===== src/rtl/led_fade_pwm.sv =====
// KCPSM6 port-mapped LED driver: per-LED 8-bit PWM brightness with a hardware fade-out on release.
// Optional register readback is built only when LED_FADE_READBACK_EN is defined.
module led_fade_pwm #(
    parameter int         NUM_LEDS  = 4,
    parameter logic [7:0] BASE_PORT = 8'h00,
    parameter int         DECAY_DIV = 50000
) (
    input  logic                clk,
    input  logic                reset,
    input  logic                write_strobe,
    input  logic [7:0]          port_id,
    input  logic [7:0]          out_port,
    output logic [7:0]          rd_data,
    output logic [NUM_LEDS-1:0] led_out
);

    localparam int                 PRESC_W    = $clog2(DECAY_DIV);
    localparam logic [PRESC_W-1:0] PRESC_LAST = PRESC_W'(DECAY_DIV - 1);
    localparam logic [7:0]         PWM_LAST   = 8'd254;
    localparam logic [7:0]         PORT_MASK  = BASE_PORT;
    localparam logic [7:0]         PORT_CEIL  = BASE_PORT + 8'd1;
    localparam logic [7:0]         PORT_STEP  = BASE_PORT + 8'd2;

    logic [NUM_LEDS-1:0]      mask_r;
    logic [7:0]               ceil_r;
    logic [7:0]               step_r;
    logic [NUM_LEDS-1:0][7:0] level_r;
    logic [7:0]               pwm_cnt_r;
    logic [PRESC_W-1:0]       presc_r;
    logic [NUM_LEDS-1:0]      led_out_r;
    logic                     tick_s;
    logic                     wr_mask_s;
    logic                     wr_ceil_s;
    logic                     wr_step_s;

    // Level decrement that clamps at zero instead of wrapping.
    function automatic logic [7:0] sat_sub(input logic [7:0] a, input logic [7:0] b);
        if (a > b) begin
            return a - b;
        end else begin
            return 8'h00;
        end
    endfunction

    // Decode KCPSM6 writes into per-register enables.
    always_comb begin
        wr_mask_s = 1'b0;
        wr_ceil_s = 1'b0;
        wr_step_s = 1'b0;
        if (write_strobe) begin
            case (port_id)
                PORT_MASK: wr_mask_s = 1'b1;
                PORT_CEIL: wr_ceil_s = 1'b1;
                PORT_STEP: wr_step_s = 1'b1;
                default: begin
                    wr_mask_s = 1'b0;
                    wr_ceil_s = 1'b0;
                    wr_step_s = 1'b0;
                end
            endcase
        end else begin
            wr_mask_s = 1'b0;
            wr_ceil_s = 1'b0;
            wr_step_s = 1'b0;
        end
    end

    assign tick_s = (presc_r == PRESC_LAST);

    // Control registers written from the processor port.
    always_ff @(posedge clk) begin
        if (reset) begin
            mask_r <= '0;
            ceil_r <= 8'hFF;
            step_r <= 8'h10;
        end else begin
            if (wr_mask_s) mask_r <= out_port[NUM_LEDS-1:0];
            if (wr_ceil_s) ceil_r <= out_port;
            if (wr_step_s) step_r <= out_port;
        end
    end

    // Decay prescaler; tick_s marks its last count.
    always_ff @(posedge clk) begin
        if (reset) begin
            presc_r <= '0;
        end else if (tick_s) begin
            presc_r <= '0;
        end else begin
            presc_r <= presc_r + {{(PRESC_W-1){1'b0}}, 1'b1};
        end
    end

    // PWM counter with a 255-cycle period so level 255 is fully on.
    always_ff @(posedge clk) begin
        if (reset) begin
            pwm_cnt_r <= 8'h00;
        end else if (pwm_cnt_r == PWM_LAST) begin
            pwm_cnt_r <= 8'h00;
        end else begin
            pwm_cnt_r <= pwm_cnt_r + 8'd1;
        end
    end

    // Brightness per LED: lit LEDs track ceil, released LEDs fade on each tick.
    always_ff @(posedge clk) begin
        for (int i = 0; i < NUM_LEDS; i++) begin
            if (reset) begin
                level_r[i] <= 8'h00;
            end else if (mask_r[i]) begin
                level_r[i] <= ceil_r;
            end else if (tick_s) begin
                level_r[i] <= sat_sub(level_r[i], step_r);
            end else begin
                level_r[i] <= level_r[i];
            end
        end
    end

    // Registered PWM compare drives the LED pins.
    always_ff @(posedge clk) begin
        for (int i = 0; i < NUM_LEDS; i++) begin
            if (reset) begin
                led_out_r[i] <= 1'b0;
            end else begin
                led_out_r[i] <= (pwm_cnt_r < level_r[i]);
            end
        end
    end

    assign led_out = led_out_r;

`ifdef LED_FADE_READBACK_EN
    localparam logic [7:0] PORT_LEVEL = BASE_PORT + 8'd3;

    logic [7:0] rd_sel_s;
    logic [7:0] rd_mask_s;
    logic [7:0] rd_data_r;

    // Readback mux over the register window.
    always_comb begin
        rd_mask_s                 = 8'h00;
        rd_mask_s[NUM_LEDS-1:0]   = mask_r;
        rd_sel_s                  = 8'h00;
        case (port_id)
            PORT_MASK:  rd_sel_s = rd_mask_s;
            PORT_CEIL:  rd_sel_s = ceil_r;
            PORT_STEP:  rd_sel_s = step_r;
            PORT_LEVEL: rd_sel_s = level_r[0];
            default:    rd_sel_s = 8'h00;
        endcase
    end

    // Registered readback data.
    always_ff @(posedge clk) begin
        if (reset) begin
            rd_data_r <= 8'h00;
        end else begin
            rd_data_r <= rd_sel_s;
        end
    end

    assign rd_data = rd_data_r;
`else
    assign rd_data = 8'h00;
`endif

endmodule

===== config.mk =====
export PLATFORM = sky130hd
export DESIGN_NAME = led_fade_pwm
export DESIGN_NICKNAME = d
export VERILOG_FILES = /design/src/rtl/led_fade_pwm.sv
export SDC_FILE = /design/constraint.sdc
export NUM_CORES = 1
export LEC_CHECK = 0
export BUFFER_PORTS_ARGS = -buffer_cell sky130_fd_sc_hd__clkbuf_2
export CAP_MARGIN = 10
export CORE_MARGIN = 2
export CORE_UTILIZATION = 40
export CTS_BUF_LIST = sky130_fd_sc_hd__clkbuf_2
export DETAILED_ROUTE_END_ITERATION = 8
export MAX_ROUTING_LAYER = met4
export SLEW_MARGIN = 25
export SYNTH_ARGS = -nofsm -noshare
export SYNTH_HDL_FRONTEND = slang
export SYNTH_SLANG_ARGS = --single-unit

===== constraint.sdc =====
create_clock -name clk -period 1.9 [get_ports clk]
set_input_delay 0.19 -clock clk [delete_from_list [all_inputs] [get_ports clk]]
set_output_delay 0.19 -clock clk [all_outputs]
set_load 0.02 [all_outputs]

==> summary.txt, run 1 <==
Worst setup path
  • WS Path Type: register to register
  • R2r endpoint: level_r[1]$_SDFFE_PP0P_
  • CP endpoint kind: register
  • Type of origin of the critical path: register
  • CP arrival: around 2.7 ns
  • Reg2reg path depth: 6
  • Flop2flop setup slack: -0.30 ns
  • CP Max Fanout: 8
  • RR Startpoint: presc_r[13]$_SDFF_PP0_
  • Req. time, crit path: roughly 2.5 ns

Finish
  • Nets@finish: between 800 and 900
  • N_diodes: 0
  • Fin area: 6780 µm²
  • Layout overhead on the synthesized area: 28.2%
  • Ratio of cells with drive above 1 in the final layout: 26.8%
  • Cell Count, Final, Fillers Out: roughly 910
  • Post-route core utilization: around half

STA
  • Crit path time final: about 2.2 ns
  • Fmax achieved: between 400 and 500 MHz
  • Slew @ Worst Pin: approximately 0.62 ns
  • Setup Skew: around 0.025 ns
  • Final number of hold-violating endpoints: 0
  • Unrepaired setup endpoints after global routing: yes
  • Tcrit/Tclk final: 116%
  • Final worst slack: -0.295 ns
  • Slew Limit Fails: 0
  • Worst rel slew slack: around three fifths
  • Setup TNS Final: -6.15 ns
  • Endpoints failing setup: 32

Synthesis
  • Post-Synth Simple-Gate Area: 18.8%
  • Synth Flop Type: dfxtp_1
  • Post-synthesis sequential area ratio: ~30%
  • Yosys reg bits: 80
  • Unique masters post-synth: 54
  • Area leader, netlist: dfxtp_1
  • Synth Area in Compound Gates: 17.3%
  • Synth Area in Adders: approximately 16%
  • Top cells by count, synth: 80 x dfxtp_1, 66 x nor2_1, 63 x ha_1
  • Yosys top cell area share: a little under a third
  • Post-synthesis mux area share: under 10%
  • Most frequent cell after synthesis: dfxtp_1
  • Post-synth EDFFs: 0
  • Warnings, synthesis: 0
  • Post-Syn Area: 5290 µm²
  • Largest family of logic cells by synthesized area: simple AND/OR/NAND/NOR gates
  • Mapped Cells: just over 600
  • Ys async rst share: 0%
  • Mapped Avg Cell Area: just under 9 µm²
  • Top post-synthesis cells by area: dfxtp_1 30%, ha_1 15%, nor2_1 4.7%, mux2i_1 3.8%, xor2_1 3.6%
  • Post-Synth XOR/XNOR Area: about 7.0%

Global route
  • Global-route wire length before repair: between 20000 and 25000 µm
  • M2 GR Usage: between 30% and 40%
  • Vias in the first global route: about 5000
  • Grt met3 use: 4.31%
  • Total gr overflow: 0
  • Global route hottest layer: met2
  • Largest net degree at the start of global routing: 33
  • Total track usage: 22.9%
  • Antenna violations before repair: 0
  • Grt met1 use: roughly 26%

Floorplan
  • Die H: approximately 120 µm
  • Placeable Area: 13100 µm²
  • Total Die Area: about 14000 µm²
  • Starting density of the core: between 40% and 50%
  • DIE WIDTH: around 120 µm
  • Rows: 42
  • I/O pin total: 31

Clocking
  • Clock latency on the worst-skew pair: ~0.6 ns
  • Sink Count: 80
  • TritonCTS clock tree: done
  • Clk root buf: clkbuf_2
  • H-Tree Depth: 3
  • Number of CTS-inserted buffers: 9
  • Clock Path Buffers: 2
  • Clock slew at reported path FFs: between 0.2 and 0.25 ns

Worst hold path
  • Hold EP: mask_r[2]$_SDFFE_PP0P_
  • Worst Hold Depth: 5
  • Worst min path class: input port to register
  • Worst Hold Launch: port_id[1]

Detailed routing
  • 1st-iter DRT viols: 242
  • DR vias/cell: around 5.3
  • Total wire length: ~15000 µm
  • Wire per inst: approximately 17 µm
  • Via count: 4838
  • Remaining DRCs: 0
  • Antenna-violating nets left: 0
  • First-pass DRT Iterations: 6

Power and ir drop
  • Leakage: ~2.9 nW
  • Maximum vdd ir drop: ~0.32 mV
  • Power Dens Cells: between 400 and 500 nW/µm²

Placement
  • Dpl ws: -0.320 ns
  • Post-DP HPWL: between 10000 and 15000 µm
  • Inst Count DP: a little under 900
  • Dpl cell area: between 6000 and 7000 µm²
  • Final Wtd Congestion: 0.882
  • IO buf count: 22

Outcome
  • Status: complete, but fails checks
  • Failing checks: negative setup slack

Run
  • Max cap viols: 0
## layer usage
metal	vias to the layer above	share of wire, %	wire, µm
met5	-	0	0
met4	0	4.0	605
met3	39	2.6	395
met2	77	50	7510
met1	2303	44	6590
li1	2419	-	-
## what timing repair did
item,4_1_cts,5_1_grt
pin swaps,20,15
setup buffers,8,3
hold buffers,9,0
endpoints found under the setup margin,32,33
hold endpoints to repair,20,0
resized for setup,25,10
## area by class of cell
cell class / count / area (µm²)
inverters: 51 / 191
clock buffers: 9 / 45.0
well taps: 176 / 220
clock inverters: 7 / 110
multi-input cells: 456 / 3580
fillers: 1250 / 6310
flip-flops and latches: 80 / 1620
repair buffers: 132 / 1020
## worst max-delay path: stages (launching register included)
cell and delay, ns:
dfxtp_2 0.39, nor4_4 0.25, nand4_1 0.13, or3_4 0.36, or4_4 0.53, a21oi_4 0.28, a22o_2 0.20
## kinds of logic after synthesis
logic type | count (synthesis)
compound gates | 125
xor+xnor | 42
fa+ha+maj | 67
buf+inv | 80
flops | 80
mux | 20
other cells | 1
simple gates | 194
## registers in the layout, indices dropped and copies added, names as in the netlist
signal	count
led_out	4
presc_r	16
level_r	32
step_r	8
ceil_r	8
mask_r	4
pwm_cnt_r	8
## how the worst max path moves through the flow
| stage | from | endpoint | slack, ns | depth (start not counted) |
|---|---|---|---|---|
| 2_1_floorplan | presc_r[13]$_SDFF_PP0_ | level_r[0]$_SDFFE_PP0P_ | -0.13 | 6 |
| 3_3_place_gp | step_r[0]$_SDFFE_PP0P_ | level_r[0]$_SDFFE_PP0P_ | -0.26 | 9 |
| 3_5_place_dp | step_r[0]$_SDFFE_PP0P_ | level_r[1]$_SDFFE_PP0P_ | -0.32 | 9 |
| 4_1_cts | presc_r[13]$_SDFF_PP0_ | level_r[0]$_SDFFE_PP0P_ | -0.31 | 6 |
| 5_1_grt | step_r[0]$_SDFFE_PP0P_ | level_r[1]$_SDFFE_PP0P_ | -0.39 | 9 |
| 6_report | presc_r[13]$_SDFF_PP0_ | level_r[1]$_SDFFE_PP0P_ | -0.30 | 6 |
## stage by stage
stage	power, mW	hold WS, ns
floorplan	1.90	0.315
global placement	1.98	0.416
detailed placement	1.99	0.427
CTS	3.19	0.0868
global route	3.29	0.0874
finish	3.17	0.121
## where the power goes
| part | leakage [nW] | total (mW) | internal, mW | switching [mW] |
|---|---|---|---|---|
| combinational | 2.11 | 0.252 | 0.119 | 0.133 |
| sequential | 0.651 | 1.72 | 1.70 | 0.0197 |
| clock | 0.0870 | 1.19 | 0.555 | 0.640 |
## layout by cell type, fill, tap and decap left out, types with 16 or more instances in the layout
cell / count
a21o_1: 17
buf_4: 95
clkbuf_2: 31
dfxtp_1: 71
ha_1: 58
inv_1: 45
mux2i_1: 20
nand2_1: 37
nor2_1: 65
nor3_1: 19
o31ai_1: 16
xnor2_1: 20
xor2_1: 22
(Power assumes the default switching activity.)
==> inputs of run 2 (changes only) <==
--- a/config.mk
+++ b/config.mk
@@ -5,6 +5,7 @@
 export SDC_FILE = /design/constraint.sdc
 export NUM_CORES = 1
 export LEC_CHECK = 0
+export ABC_AREA = 1
 export BUFFER_PORTS_ARGS = -buffer_cell sky130_fd_sc_hd__clkbuf_2
 export CAP_MARGIN = 10
 export CORE_MARGIN = 2
==> run 2 against run 1 <==
The flow now finishes without violations. Sequential power about the same. Cell count rose by 27%. Die area increased by 9.5%. Register-to-register slack gained 0.33 ns. Worst hold slack worse by 0.071 ns. Fmax up 18%. Clock skew grew 0.0083 ns. First-iteration DRC count up 26%. Flip-flop and latch count stayed put. Synthesized cell count up 45%. Critical endpoint is now level_r[6]$_SDFFE_PP0P_. Largest power group unchanged. Highest routed layer unchanged.
==> summary.txt, run 2 <==
Floorplan
  • Total Die Area: 15500 µm² (was 14200 µm²)
  • Die H: 125 µm (was 119 µm)
  • Starting density of the core: 40.4% (about the same)
  • Rows: 44 (was 42)
  • DIE WIDTH: 125 µm (was 119 µm)
  • I/O pin total: 31 (unchanged)
  • Placeable Area: 14400 µm² (was 13100 µm²)

Detailed routing
  • Total wire length: 16100 µm (was 15100 µm)
  • Antenna-violating nets left: 0 (unchanged)
  • DR vias/cell: 4.90 (was 5.31)
  • First-pass DRT Iterations: 5 (was 6)
  • 1st-iter DRT viols: 305 (was 242)
  • Wire per inst: 13.9 µm (was 16.6 µm)
  • Remaining DRCs: 0 (unchanged)
  • Via count: 5674 (was 4838)

STA
  • Tcrit/Tclk final: 97.9% (was 116%)
  • Slew Limit Fails: 0 (unchanged)
  • Final number of hold-violating endpoints: 0 (unchanged)
  • Unrepaired setup endpoints after global routing: yes (unchanged)
  • Fmax achieved: 538 MHz (was 456 MHz)
  • Setup TNS Final: 0 ns (was -6.15 ns)
  • Slew @ Worst Pin: 0.502 ns (was 0.621 ns)
  • Worst rel slew slack: 66.5% (was 58.6%)
  • Endpoints failing setup: 0 (was 32)
  • Hold WS: 0.0506 ns (was 0.121 ns)
  • Setup Skew: 0.0330 ns (was 0.0247 ns)
  • Final worst slack: 0.0397 ns (was -0.295 ns)
  • Crit path time final: 1.86 ns (was 2.20 ns)

Finish
  • Most common cell after layout, fill and taps aside: nand2_1 (was buf_4)
  • Nets@finish: 1054 (was 816)
  • Filler cells: 1464 (was 1250)
  • Max reg flops: 32 (unchanged)
  • Fin area: 7040 µm² (was 6780 µm²)
  • Layout overhead on the synthesized area: 21.3% (was 28.2%)
  • Most frequent cells in the layout: 222 x nand2_1, 133 x inv_1, 79 x nand3_1 (was 95 x buf_4, 71 x dfxtp_1, 65 x nor2_1)
  • Largest regs: level_r: 32 flops, presc_r: 16 flops (unchanged)
  • Post-route core utilization: 49.0% (was 51.8%)
  • Ratio of cells with drive above 1 in the final layout: 16.4% (was 26.8%)
  • Cell Count, Final, Fillers Out: 1158 (was 911)
  • Most flop-heavy register: level_r (unchanged)

Synthesis
  • Area leader, netlist: dfxtp_1 (unchanged)
  • Mapped Avg Cell Area: 6.59 µm² (was 8.68 µm²)
  • Top cells by count, synth: 232 x nand2_1, 139 x inv_1, 84 x nand3_1 (was 80 x dfxtp_1, 66 x nor2_1, 63 x ha_1)
  • Unique masters post-synth: 34 (was 54)
  • Yosys reg bits: 80 (unchanged)
  • Ys async rst share: 0% (unchanged)
  • Post-synth EDFFs: 0 (unchanged)
  • Post-synthesis sequential area ratio: 27.6% (was 30.3%)
  • Mapped Cells: 882 (was 609)
  • Post-Syn Area: 5810 µm² (was 5290 µm²)
  • Most frequent cell after synthesis: nand2_1 (was dfxtp_1)
  • Top post-synthesis cells by area: dfxtp_1 28%, nand2_1 15%, ha_1 14%, inv_1 9.0%, nand3_1 7.2% (was dfxtp_1 30%, ha_1 15%, nor2_1 4.7%, mux2i_1 3.8%, xor2_1 3.6%)
  • Warnings, synthesis: 0 (unchanged)
  • Synth Flop Type: dfxtp_1 (unchanged)
  • Yosys top cell area share: 27.6% (was 30.3%)

Clocking
  • Clk root buf: clkbuf_2 (unchanged)
  • Clock latency on the worst-skew pair: 0.59 ns (was 0.60 ns)
  • Number of CTS-inserted buffers: 9 (unchanged)
  • Clock Path Buffers: 2 (unchanged)
  • Sink Count: 80 (unchanged)
  • Clock slew at reported path FFs: 0.24 ns (about the same)
  • TritonCTS clock tree: done (unchanged)
  • H-Tree Depth: 3 (unchanged)

Worst setup path
  • CP arrival: 2.40 ns (was 2.74 ns)
  • Critical path's largest stage delay: 0.39 ns (was 0.53 ns)
  • CP most frequent cell: nand2_1
  • Type of origin of the critical path: register (unchanged)
  • CP Max Fanout: 7 (was 8)
  • Slowest cell on crit path: dfxtp_2 (was or4_4)
  • Req. time, crit path: 2.44 ns (was 2.45 ns)
  • Reg2reg path depth: 11 (was 6)
  • Worst path cell trace: clkinvlp_4 -> buf_4 -> ha_4 -> nand2_1 -> nor2_2 -> nand3_1 -> nand2_4 -> nand2_1 -> nor2_1 -> nand3_2 -> a21oi_2 (was nor4_4 -> nand4_1 -> or3_4 -> or4_4 -> a21oi_4 -> a22o_2)
  • Top Family by Delay on Critical Path: simple AND/OR/NAND/NOR gates (unchanged)
  • WS Path Type: register to register (unchanged)
  • CP endpoint kind: register (unchanged)
  • Critical path depth: 11 (was 6)
  • Critical path buffers and inverters: 2 (was 0)

Power and ir drop
  • Power Dens Cells: 437 nW/µm² (was 468 nW/µm²)
  • Leakage: 3.26 nW (was 2.85 nW)
  • Maximum vdd ir drop: 0.325 mV (was 0.317 mV)
  • Power, Total: 3.08 mW (was 3.17 mW)

Placement
  • Dpl ws: -0.000469 ns (was -0.320 ns)
  • Dpl cell area: 6430 µm² (was 6270 µm²)
  • Inst Count DP: 1120 (was 875)
  • IO buf count: 22 (unchanged)
  • Post-DP HPWL: 11900 µm (was 11100 µm)
  • Final Wtd Congestion: 0.883 (was 0.882)

Outcome
  • Status: finished clean (was complete, but fails checks)

Global route
  • Largest net degree at the start of global routing: 37 (was 33)
  • Global-route wire length before repair: 25900 µm (was 24600 µm)
  • Total gr overflow: 0 (unchanged)
  • Vias in the first global route: 5214 (was 4987)
  • Total track usage: 21.5% (was 22.9%)
  • Antenna violations before repair: 1 (was 0)

Worst hold path
  • Worst min path class: input port to register (unchanged)
  • Worst Hold Depth: 5 (unchanged)

Run
  • Max cap viols: 0 (unchanged)
## run 2: cell type report
| cell class | count | area [µm²] | share of cell area [%] |
|---|---|---|---|
| timing repair buffer | 91 | 714 | 10.1 |
| clock inverter | 7 | 96.3 | 1.37 |
| sequential | 80 | 1610 | 22.8 |
| tap | 184 | 230 | 3.27 |
| inverter | 143 | 547 | 7.76 |
| multi-input combinational | 643 | 3800 | 53.9 |
| clock buffer | 9 | 45.0 | 0.639 |
| antenna | 1 | 2.50 | 0.0355 |
## run 2: cell families after synthesis
logic type	Yosys count	share of synthesized area, %
and+or+nand+nor	450	34.3
xor gates and xnor gates	20	3.02
buffers and inverters	166	11.5
adders and majority gates	67	15.0
AOI/OAI and AO/OA	98	8.57
other	1	0.0646
DFF	80	27.6
## run 2: power breakdown
part           switching (mW)  internal, mW
registers              0.0243          1.71
logic                   0.150         0.102
clock network           0.661         0.433
total                   0.835          2.24
## run 2: what timing repair did
item,in CTS,in global routing
resized for setup,3,58
endpoints found under the hold margin,20,0
hold buffers,10,0
pin swaps,0,15
buffers inserted,0,11
endpoints found under the setup margin,8,32
## run 2: per-layer routing
metal  GRT usage [%]  wire length (µm)  vias to the layer above
li1                -                 -                     2986
met4            7.20               350                        0
met5               -                 0                        -
met3            2.41               654                       21
met2            33.9              7270                      131
met1            28.8              7790                     2536
## run 2: worst register-to-register path: cells and delay by family, from the launching register on
| kind | cells | cell delay [ns] |
|---|---|---|
| and+or+nand+nor | 7 | 0.69 |
| buffers and inverters | 2 | 0.33 |
| AOI/OAI and AO/OA | 1 | 0.14 |
| DFF | 1 | 0.39 |
| adders and majority gates | 1 | 0.27 |
## run 2: final timing paths
check	end	slack, ns	from
max	level_r[6]$_SDFFE_PP0P_	0.04	step_r[7]$_SDFFE_PP0P_
max reg2reg	level_r[6]$_SDFFE_PP0P_	0.04	step_r[7]$_SDFFE_PP0P_
min reg2reg	presc_r[0]$_SDFF_PP0_	0.44	presc_r[0]$_SDFF_PP0_
min	ceil_r[5]$_SDFFE_PP1P_	0.05	port_id[1]
